File: src/rtl/fir_mac_array_pkg.sv
// Shared definitions for the FIR MAC array: datapath widths and FSM state encoding.
// ACC_WIDTH must stay equal to the downstream sum stage's IN_WIDTH.
package fir_mac_array_pkg;

    localparam int DATA_WIDTH    = 16;
    localparam int COEFF_WIDTH   = 6;
    localparam int TAPS_PER_LANE = 8;
    localparam int NUM_LANES     = 4;
    localparam int NUM_TAPS      = NUM_LANES * TAPS_PER_LANE;
    localparam int ACC_WIDTH     = DATA_WIDTH + COEFF_WIDTH + $clog2(TAPS_PER_LANE);

    typedef enum logic [1:0] {
        ST_IDLE = 2'd0,
        ST_MAC  = 2'd1,
        ST_SUM  = 2'd2
    } fir_state_e;

endpackage

File: src/rtl/fir_mac_lane.sv
// One MAC lane: a private slice of coefficients, a signed multiplier and a
// clearable accumulator that sums one product per enabled cycle.
module fir_mac_lane #(
    parameter int DATA_WIDTH    = 16,
    parameter int COEFF_WIDTH   = 6,
    parameter int TAPS_PER_LANE = 8,
    parameter int ACC_WIDTH     = 25,
    localparam int TAP_W        = $clog2(TAPS_PER_LANE)
) (
    input  logic                          i_clk,
    input  logic                          i_rsn,
    input  logic                          i_coeff_wr_en,
    input  logic [TAP_W-1:0]              i_coeff_idx,
    input  logic signed [COEFF_WIDTH-1:0] i_coeff_data,
    input  logic [TAP_W-1:0]              i_tap,
    input  logic signed [DATA_WIDTH-1:0]  i_sample,
    input  logic                          i_clr,
    input  logic                          i_acc_en,
    output logic signed [ACC_WIDTH-1:0]   o_acc
);

    localparam int PROD_W = DATA_WIDTH + COEFF_WIDTH;

    logic signed [COEFF_WIDTH-1:0] r_coeff [TAPS_PER_LANE];
    logic signed [ACC_WIDTH-1:0]   r_acc;
    logic signed [PROD_W-1:0]      w_prod;
    logic signed [ACC_WIDTH-1:0]   w_prod_ext;

    assign w_prod     = r_coeff[i_tap] * i_sample;
    assign w_prod_ext = {{(ACC_WIDTH - PROD_W){w_prod[PROD_W-1]}}, w_prod};
    assign o_acc      = r_acc;

    always_ff @(posedge i_clk) begin
        if (!i_rsn) begin
            for (int i = 0; i < TAPS_PER_LANE; i++) begin
                r_coeff[i] <= '0;
            end
        end else if (i_coeff_wr_en) begin
            r_coeff[i_coeff_idx] <= i_coeff_data;
        end
    end

    // Clear and accumulate never coincide: clear happens in IDLE, accumulate in MAC.
    always_ff @(posedge i_clk) begin
        if (!i_rsn) begin
            r_acc <= '0;
        end else if (i_clr) begin
            r_acc <= '0;
        end else if (i_acc_en) begin
            r_acc <= r_acc + w_prod_ext;
        end
    end

endmodule

File: src/rtl/fir_mac_array.sv
// FIR producer: 32-tap delay line, sequencing FSM and four 8-tap MAC lanes that
// hand full-precision partial sums to the summation stage with a one-cycle strobe.
module fir_mac_array
    import fir_mac_array_pkg::*;
#(
    parameter int DATA_WIDTH    = fir_mac_array_pkg::DATA_WIDTH,
    parameter int COEFF_WIDTH   = fir_mac_array_pkg::COEFF_WIDTH,
    parameter int TAPS_PER_LANE = fir_mac_array_pkg::TAPS_PER_LANE,
    localparam int ACC_WIDTH    = DATA_WIDTH + COEFF_WIDTH + $clog2(TAPS_PER_LANE)
) (
    input  logic                          iClk12M,
    input  logic                          iRsn,
    input  logic                          iEnSample600k,
    input  logic signed [DATA_WIDTH-1:0]  iFirIn,
    input  logic                          iCoeffWrEn,
    input  logic [4:0]                    iCoeffAddr,
    input  logic signed [COEFF_WIDTH-1:0] iCoeffData,
    output logic signed [ACC_WIDTH-1:0]   oMac1,
    output logic signed [ACC_WIDTH-1:0]   oMac2,
    output logic signed [ACC_WIDTH-1:0]   oMac3,
    output logic signed [ACC_WIDTH-1:0]   oMac4,
    output logic                          oEnSum,
    output logic                          oBusy,
    output logic                          oOverrun,
    output fir_state_e                    oDbgState
);

    localparam int LANES  = 4;
    localparam int TAPS   = LANES * TAPS_PER_LANE;
    localparam int TAP_W  = $clog2(TAPS_PER_LANE);
    localparam int LANE_W = $clog2(LANES);

    fir_state_e                  r_state;
    logic [TAP_W-1:0]            r_tap;
    logic signed [DATA_WIDTH-1:0] r_x [TAPS];
    logic                        r_en_sum;
    logic                        r_busy;
    logic                        r_overrun;

    logic                        w_accept;
    logic                        w_coeff_wr;
    logic signed [DATA_WIDTH-1:0] w_sample [LANES];
    logic signed [ACC_WIDTH-1:0]  w_acc [LANES];

    assign w_accept   = (r_state == ST_IDLE) && iEnSample600k;
    assign w_coeff_wr = (r_state == ST_IDLE) && iCoeffWrEn;

    always_ff @(posedge iClk12M) begin
        if (!iRsn) begin
            r_state   <= ST_IDLE;
            r_tap     <= '0;
            r_en_sum  <= 1'b0;
            r_busy    <= 1'b0;
            r_overrun <= 1'b0;
            for (int i = 0; i < TAPS; i++) begin
                r_x[i] <= '0;
            end
        end else begin
            case (r_state)
                ST_IDLE: begin
                    if (iEnSample600k) begin
                        r_x[0] <= iFirIn;
                        for (int i = 1; i < TAPS; i++) begin
                            r_x[i] <= r_x[i-1];
                        end
                        r_tap   <= '0;
                        r_busy  <= 1'b1;
                        r_state <= ST_MAC;
                    end
                end
                ST_MAC: begin
                    // A strobe here is dropped: the delay line must not move mid-run.
                    if (iEnSample600k) begin
                        r_overrun <= 1'b1;
                    end
                    r_tap <= r_tap + TAP_W'(1);
                    if (r_tap == TAP_W'(TAPS_PER_LANE - 1)) begin
                        r_en_sum <= 1'b1;
                        r_state  <= ST_SUM;
                    end
                end
                ST_SUM: begin
                    if (iEnSample600k) begin
                        r_overrun <= 1'b1;
                    end
                    r_en_sum <= 1'b0;
                    r_busy   <= 1'b0;
                    r_state  <= ST_IDLE;
                end
                default: begin
                    r_en_sum <= 1'b0;
                    r_busy   <= 1'b0;
                    r_state  <= ST_IDLE;
                end
            endcase
        end
    end

    for (genvar k = 0; k < LANES; k++) begin : g_lane
        // Lane k owns taps 8k..8k+7, so the upper address bits select the lane.
        assign w_sample[k] = r_x[{LANE_W'(k), r_tap}];

        fir_mac_lane #(
            .DATA_WIDTH   (DATA_WIDTH),
            .COEFF_WIDTH  (COEFF_WIDTH),
            .TAPS_PER_LANE(TAPS_PER_LANE),
            .ACC_WIDTH    (ACC_WIDTH)
        ) u_lane (
            .i_clk        (iClk12M),
            .i_rsn        (iRsn),
            .i_coeff_wr_en(w_coeff_wr && (iCoeffAddr[4:TAP_W] == LANE_W'(k))),
            .i_coeff_idx  (iCoeffAddr[TAP_W-1:0]),
            .i_coeff_data (iCoeffData),
            .i_tap        (r_tap),
            .i_sample     (w_sample[k]),
            .i_clr        (w_accept),
            .i_acc_en     (r_state == ST_MAC),
            .o_acc        (w_acc[k])
        );
    end

    assign oMac1     = w_acc[0];
    assign oMac2     = w_acc[1];
    assign oMac3     = w_acc[2];
    assign oMac4     = w_acc[3];
    assign oEnSum    = r_en_sum;
    assign oBusy     = r_busy;
    assign oOverrun  = r_overrun;
    assign oDbgState = r_state;

endmodule
File: config.mk
export PLATFORM = sky130hd
export DESIGN_NAME = fir_mac_array
export DESIGN_NICKNAME = d
export VERILOG_FILES = /design/src/rtl/fir_mac_array_pkg.sv /design/src/rtl/fir_mac_lane.sv /design/src/rtl/fir_mac_array.sv
export SDC_FILE = /design/constraint.sdc
export NUM_CORES = 2
export LEC_CHECK = 0
export CAP_MARGIN = 30
export CORE_UTILIZATION = 30
export DETAILED_ROUTE_END_ITERATION = 10
export HOLD_SLACK_MARGIN = 0.06
export SLEW_MARGIN = 25
export SYNTH_ARGS = -nofsm -noshare
export SYNTH_HDL_FRONTEND = slang
export SYNTH_HIERARCHICAL = 1
export SYNTH_SLANG_ARGS = --single-unit
File: constraint.sdc
create_clock -name iClk12M -period 15.8 [get_ports iClk12M]
set_input_delay 3.16 -clock iClk12M [delete_from_list [all_inputs] [get_ports iClk12M]]
set_output_delay 3.16 -clock iClk12M [all_outputs]
set_load 0.03 [all_outputs]
Word level (Yosys, flattened, before mapping)
Memories as Yosys holds them, arrays and structs flattened. A register that Yosys moved wholly into a read port is not among the register bits.
Index checks and enable logic that the tools add are counted.
{ "classes": {"n_mux": 86, "n_eq_ne": 8, "order_cmp": 0, "mul": 4, "n_div": 0, "addsub": 5, "reduce_logical": 20, "n_shift": 0, "bitwise": 35} }
{ "op_table": {"columns": ["op", "n"], "rows": [
  ["two-way mux 16 bit", 32],
  ["adder 25 x 22 -> 25 bit", 4],
  ["multiplier 6 x 16 -> 22 bit", 4],
  ["two-way mux 5 bit", 8],
  ["two-way mux 3 bit", 13],
  ["OR 1 bit", 32],
  ["two-way mux 6 bit", 4],
  ["OR reduction 6 bit", 4],
  ["two-way mux 1 bit", 23],
  ["AND reduction 2 bit", 5],
  ["equality test 2 bit, second input constant", 3],
  ["logical AND 1 bit", 6],
  ["case mux 3 bit (2 select lines)", 1],
  ["equality test 2 x 1 -> 1 bit, second input constant", 2],
  ["logical NOT 2 bit", 2],
  ["two-way mux 2 bit", 2],
  ["inequality test 2 bit, second input constant", 2],
  ["case mux 1 bit (2 select lines)", 2],
  ["case mux 2 bit (2 select lines)", 1],
  ["OR reduction 2 bit", 2],
  ["adder 3 x 1 -> 3 bit, second input constant", 1],
  ["equality test 3 bit, second input constant", 1],
  ["NOT 1 bit", 3],
  ["nonzero test 2 bit", 1]
]} }
{ "word_totals": {"n_memories": 5, "out_inout_bits": 105, "latchBits": 0, "inputBits": 31, "rom_bits": 0, "register_bits": 108, "word_cells": 172, "mem_bits_rw": 704} }
{ "mem_list": {"columns": ["name", "depth", "word_bits", "read_ports", "rd_ports_with_merged_regs", "write_ports", "line", "rtl"], "rows": [
  ["r_x", 32, 16, 35, 4, 32, "fir_mac_array.sv:35", "logic signed [DATA_WIDTH-1:0] r_x [TAPS];"],
  ["g_lane[0].u_lane.r_coeff", 8, 6, 1, 1, 8, "fir_mac_lane.sv:24", "logic signed [COEFF_WIDTH-1:0] r_coeff [TAPS_PER_LANE];"],
  ["g_lane[1].u_lane.r_coeff", 8, 6, 1, 1, 8, "fir_mac_lane.sv:24", null],
  ["g_lane[2].u_lane.r_coeff", 8, 6, 1, 1, 8, "fir_mac_lane.sv:24", null],
  ["g_lane[3].u_lane.r_coeff", 8, 6, 1, 1, 8, "fir_mac_lane.sv:24", null]
]} }

Longest topological paths before layout
{ "logic_depth": {"ltp_word": 8, "depth_mapped": 22, "depth_no_buf": 19} }

Cells and area by module
Netlist, hierarchy kept.
{ "modules_own_cells": {"columns": ["mod", "area_each_um2", "cells_per_inst", "seq_area_each_um2", "instances"], "rows": [
  ["fir_mac_array", 23266.1, 1396, 15595.0, 1],
  ["fir_mac_lane (g_lane[0].u_lane ...)", 7527.2, 747, 1941.9, 2],
  ["fir_mac_lane (g_lane[3].u_lane)", 7704.9, 755, 1941.9, 1],
  ["fir_mac_lane (g_lane[2].u_lane)", 7561.0, 747, 1941.9, 1]
]} }

Worst setup path before layout
OpenSTA, ideal clock, no wires.
{ "synth_timing": {"path_type": "input-to-reg", "start": "input port iEnSample600k", "end": "memory r_x[0][0] (enable)", "required_time_ns": 14.828, "n_path_buf": 2, "cell_stages": 4, "setup_slack_ns": -1.141, "arrival_ns": 15.968, "setup_time_ns": 0.972, "cell_sequence": "and2_1 > buf_2 > clkbuf_1 > nand2b_1"} }
{ "synth_rtl": {"columns": ["element", "line", "rtl"], "rows": [
  ["from (decl)", "fir_mac_array.sv:13", "input logic iEnSample600k,"],
  ["to (decl)", "fir_mac_array.sv:35", null]
]} }

==> flow_summary.json <==
{
  "status": "complete, but fails checks",
  "failed_checks": "design-rule violations",
  "cts_resized": 0,
  "drv_cap": 0,
  "drv_slew": 0,
  "swShare_pct": 35.9,
  "vdd_ir_drop_max_mv": 0.101,
  "synth_cell_type_count": 77,
  "rsz0062_at_grt": "no",
  "finalCritPeriodShare_pct": 45.9,
  "fin_hold_ws_ns": 0.475,
  "clock_skew_ns": 0.0509,
  "grt_first_pass_wirelength_mm": 191,
  "worst_slew_pin_slew_ns": 1.05,
  "io_buffers": 135,
  "synth.avg_cell_area_sq_um": 12.2,
  "synth_area_leader_cell": "edfxtp_1",
  "p_seq_share_pct": 35.7,
  "gp_congestion": 0.845,
  "pre_cts_ws_ns": 8.47,
  "pwr-share-comb_pct": 36.6,
  "overflow": 0,
  "die_y_microns": 425,
  "p_total_mw": 7.57,
  "required_ns": 16.39,
  "drtIter0Drc": 2255,
  "area_delta_synth_final_pct": 12.7,
  "tritoncts": "done",
  "yosysWarnings": 6,
  "ctsHoldBuffers": 0,
  "p_leak_nw": 24.9,
  "syn_nets": 5013,
  "start_util_pct": 30.3,
  "setup_tns_ns": 0,
  "end_kind": "flip-flop",
  "finalSetupViolCount": 0,
  "core_sq_um": 177000,
  "ys_top_cells_by_count": "edfxtp_1, inv_1, and2_1",
  "grt_usage_pct": 13.3,
  "dpl.hpwl_mm": 83.0,
  "clock.fmax_mhz": 138,
  "synthArstFlopShare_pct": 0,
  "synth_area_sq_um": 53600,
  "dp.cells": 6694,
  "clock_path_buffers": 3,
  "antenna_left": 0,
  "cts_setup_buffers": 0,
  "ctsHtreeMaxLevel": 3,
  "power_density_nw_per_um2": 125,
  "finalHoldViolations": 0,
  "n_antenna_cell": 0,
  "die_area_sq_um": 180000,
  "synth_edf_count": 704,
  "clk_pin_slew_ns": 0.06,
  "slew_headroom_pct": 29.5,
  "critPathLaunchType": "flip-flop",
  "numCtsBuffers": 90,
  "syn_inst": 4392,
  "path_class": "reg -> reg",
  "grt_max_degree": 198,
  "grt_pass1_vias": 33492,
  "cts_sinks": 815,
  "num_vias": 32519,
  "clkPwrFrac_pct": 27.8,
  "ys_seq_area_share_pct": 43.6,
  "hold_path.class": "reg -> reg",
  "route.detailed.drc": 1,
  "stdcell_count": 6868,
  "cp_data_arrival_time_ns": 7.84,
  "synth_flop_cell": "edfxtp_1",
  "io_pins": 136,
  "worst_slack_ns": 8.55,
  "wl_per_cell_microns": 17.4,
  "cts-root-buf": "clkbuf_16",
  "synth_area_leaders": "edfxtp_1, fa_1, mux4_2",
  "drt_wl_total_mm": 120,
  "drive_gt1_share_pct": 10.9,
  "switchingPower_mw": 2.72,
  "yosysTopAreaCellShare_pct": 39.5,
  "clock_latency_ns": 0.72,
  "via_per_inst": 4.73,
  "ys_ff_latch": 815,
  "p_int_mw": 4.86,
  "worstPathMaxFanout": 48,
  "die_x_microns": 425,
  "min_period_ns": 7.25,
  "antenna_found_initial": 4,
  "rows": 154,
  "first_pass_iters": 8,
  "synth.most_common_cell": "edfxtp_1",
  "num-nets-final": 5078
}
## per-layer routing
metal / global-route usage (%) / share of wire [%]
met5: 0 / 0.046
met4: 3.23 / 1.9
met3: 2.21 / 4.7
met2: 21.7 / 47
met1: 18.3 / 46
## critical path, stage by stage (launching register included)
cell      delay [ns]
dfxtp_4         0.70
buf_4           0.72
buf_4           0.72
mux4_2          0.40
mux2_2          0.36
nor2b_1         0.18
fa_1            0.56
inv_1           0.05
fa_1            0.53
inv_1           0.05
fa_1            0.47
inv_1           0.05
fa_1            0.47
inv_1           0.04
ha_1            0.36
a21oi_1         0.11
o22ai_1         0.24
nand3_1         0.22
a21oi_2         0.30
o31ai_2         0.12
xor2_1          0.16
a211oi_2        0.22
## registers in the layout, indices dropped and copies added, names as in the netlist, named ones only
signal,cells
g_lane.u_lane/o_acc,100
g_lane.u_lane/r_coeff,192
oBusy,1
oDbgState,2
oEnSum,1
oOverrun,1
r_tap,3
r_x,512
## cells by family after synthesis
family	after synthesis	share of synthesized area (%)
buf+inv	735	5.48
simple gates	1511	16.2
xor+xnor	75	1.23
fa+ha+maj	590	18.9
compound gates	344	4.15
flops	815	43.6
mux	322	10.5
## power groups by stage
stage	Sequential [mW]	Combinational [mW]	Clock, mW
2_1_floorplan	2.78	2.06	0
3_3_place_gp	2.75	2.73	0
3_5_place_dp	2.75	2.76	0
4_1_cts	2.71	2.78	2.16
5_1_grt	2.73	3.14	2.24
6_report	2.70	2.77	2.10
## stage by stage
step,utilization (%),area [sq um]
5_1_grt,34.2,60400
6_report,34.2,60400
3_5_place_dp,32.4,57300
2_1_floorplan,-,53600
3_3_place_gp,32.4,57200
4_1_cts,34.1,60200
## final timing paths
path / startpoint / to / slack, ns / cells after the start
max: flip-flop / g_lane[3].u_lane/o_acc[23]$_SDFFE_PP0P_ / 8.55 / 21
min: g_lane[0].u_lane/o_acc[24]$_SDFFE_PP0P_ / g_lane[0].u_lane/o_acc[24]$_SDFFE_PP0P_ / 0.47 / 2
max reg2reg: flip-flop / g_lane[3].u_lane/o_acc[23]$_SDFFE_PP0P_ / 8.55 / 21
min reg2reg: g_lane[0].u_lane/o_acc[24]$_SDFFE_PP0P_ / g_lane[0].u_lane/o_acc[24]$_SDFFE_PP0P_ / 0.47 / 2
## final cells by class
class,instances,area (sq um)
clock buffers,106,2320
clock inverters,57,569
fillers,17311,116000
inverters,521,1960
multi-input cells,2842,27300
flip-flops and latches,815,23400
well taps,2340,2930
repair buffers,187,1910
## cells in the final DEF, fill, tap and decap left out, types with 21 or more instances in the layout
master	netlist	layout
nand4_1	21	21
mux4_2	174	174
nor2b_1	216	216
and3_1	293	293
mux2_2	67	67
nand2_1	124	124
a21oi_1	104	104
clkdlybuf4s50_1	0	132
o21ai_0	67	66
xnor2_1	47	47
xor2_1	28	28
mux2i_1	60	59
buf_4	9	36
nor2_1	186	186
and2_1	452	451
edfxtp_1	704	704
clkbuf_16	0	90
dfxtp_1	111	105
ha_1	226	225
a21o_1	28	28
fa_1	364	364
inv_1	521	521
nor3_1	27	27
o21ai_1	31	32
nand2b_1	86	85
nand3_1	49	49
Power figures use the tool's default switching activity.
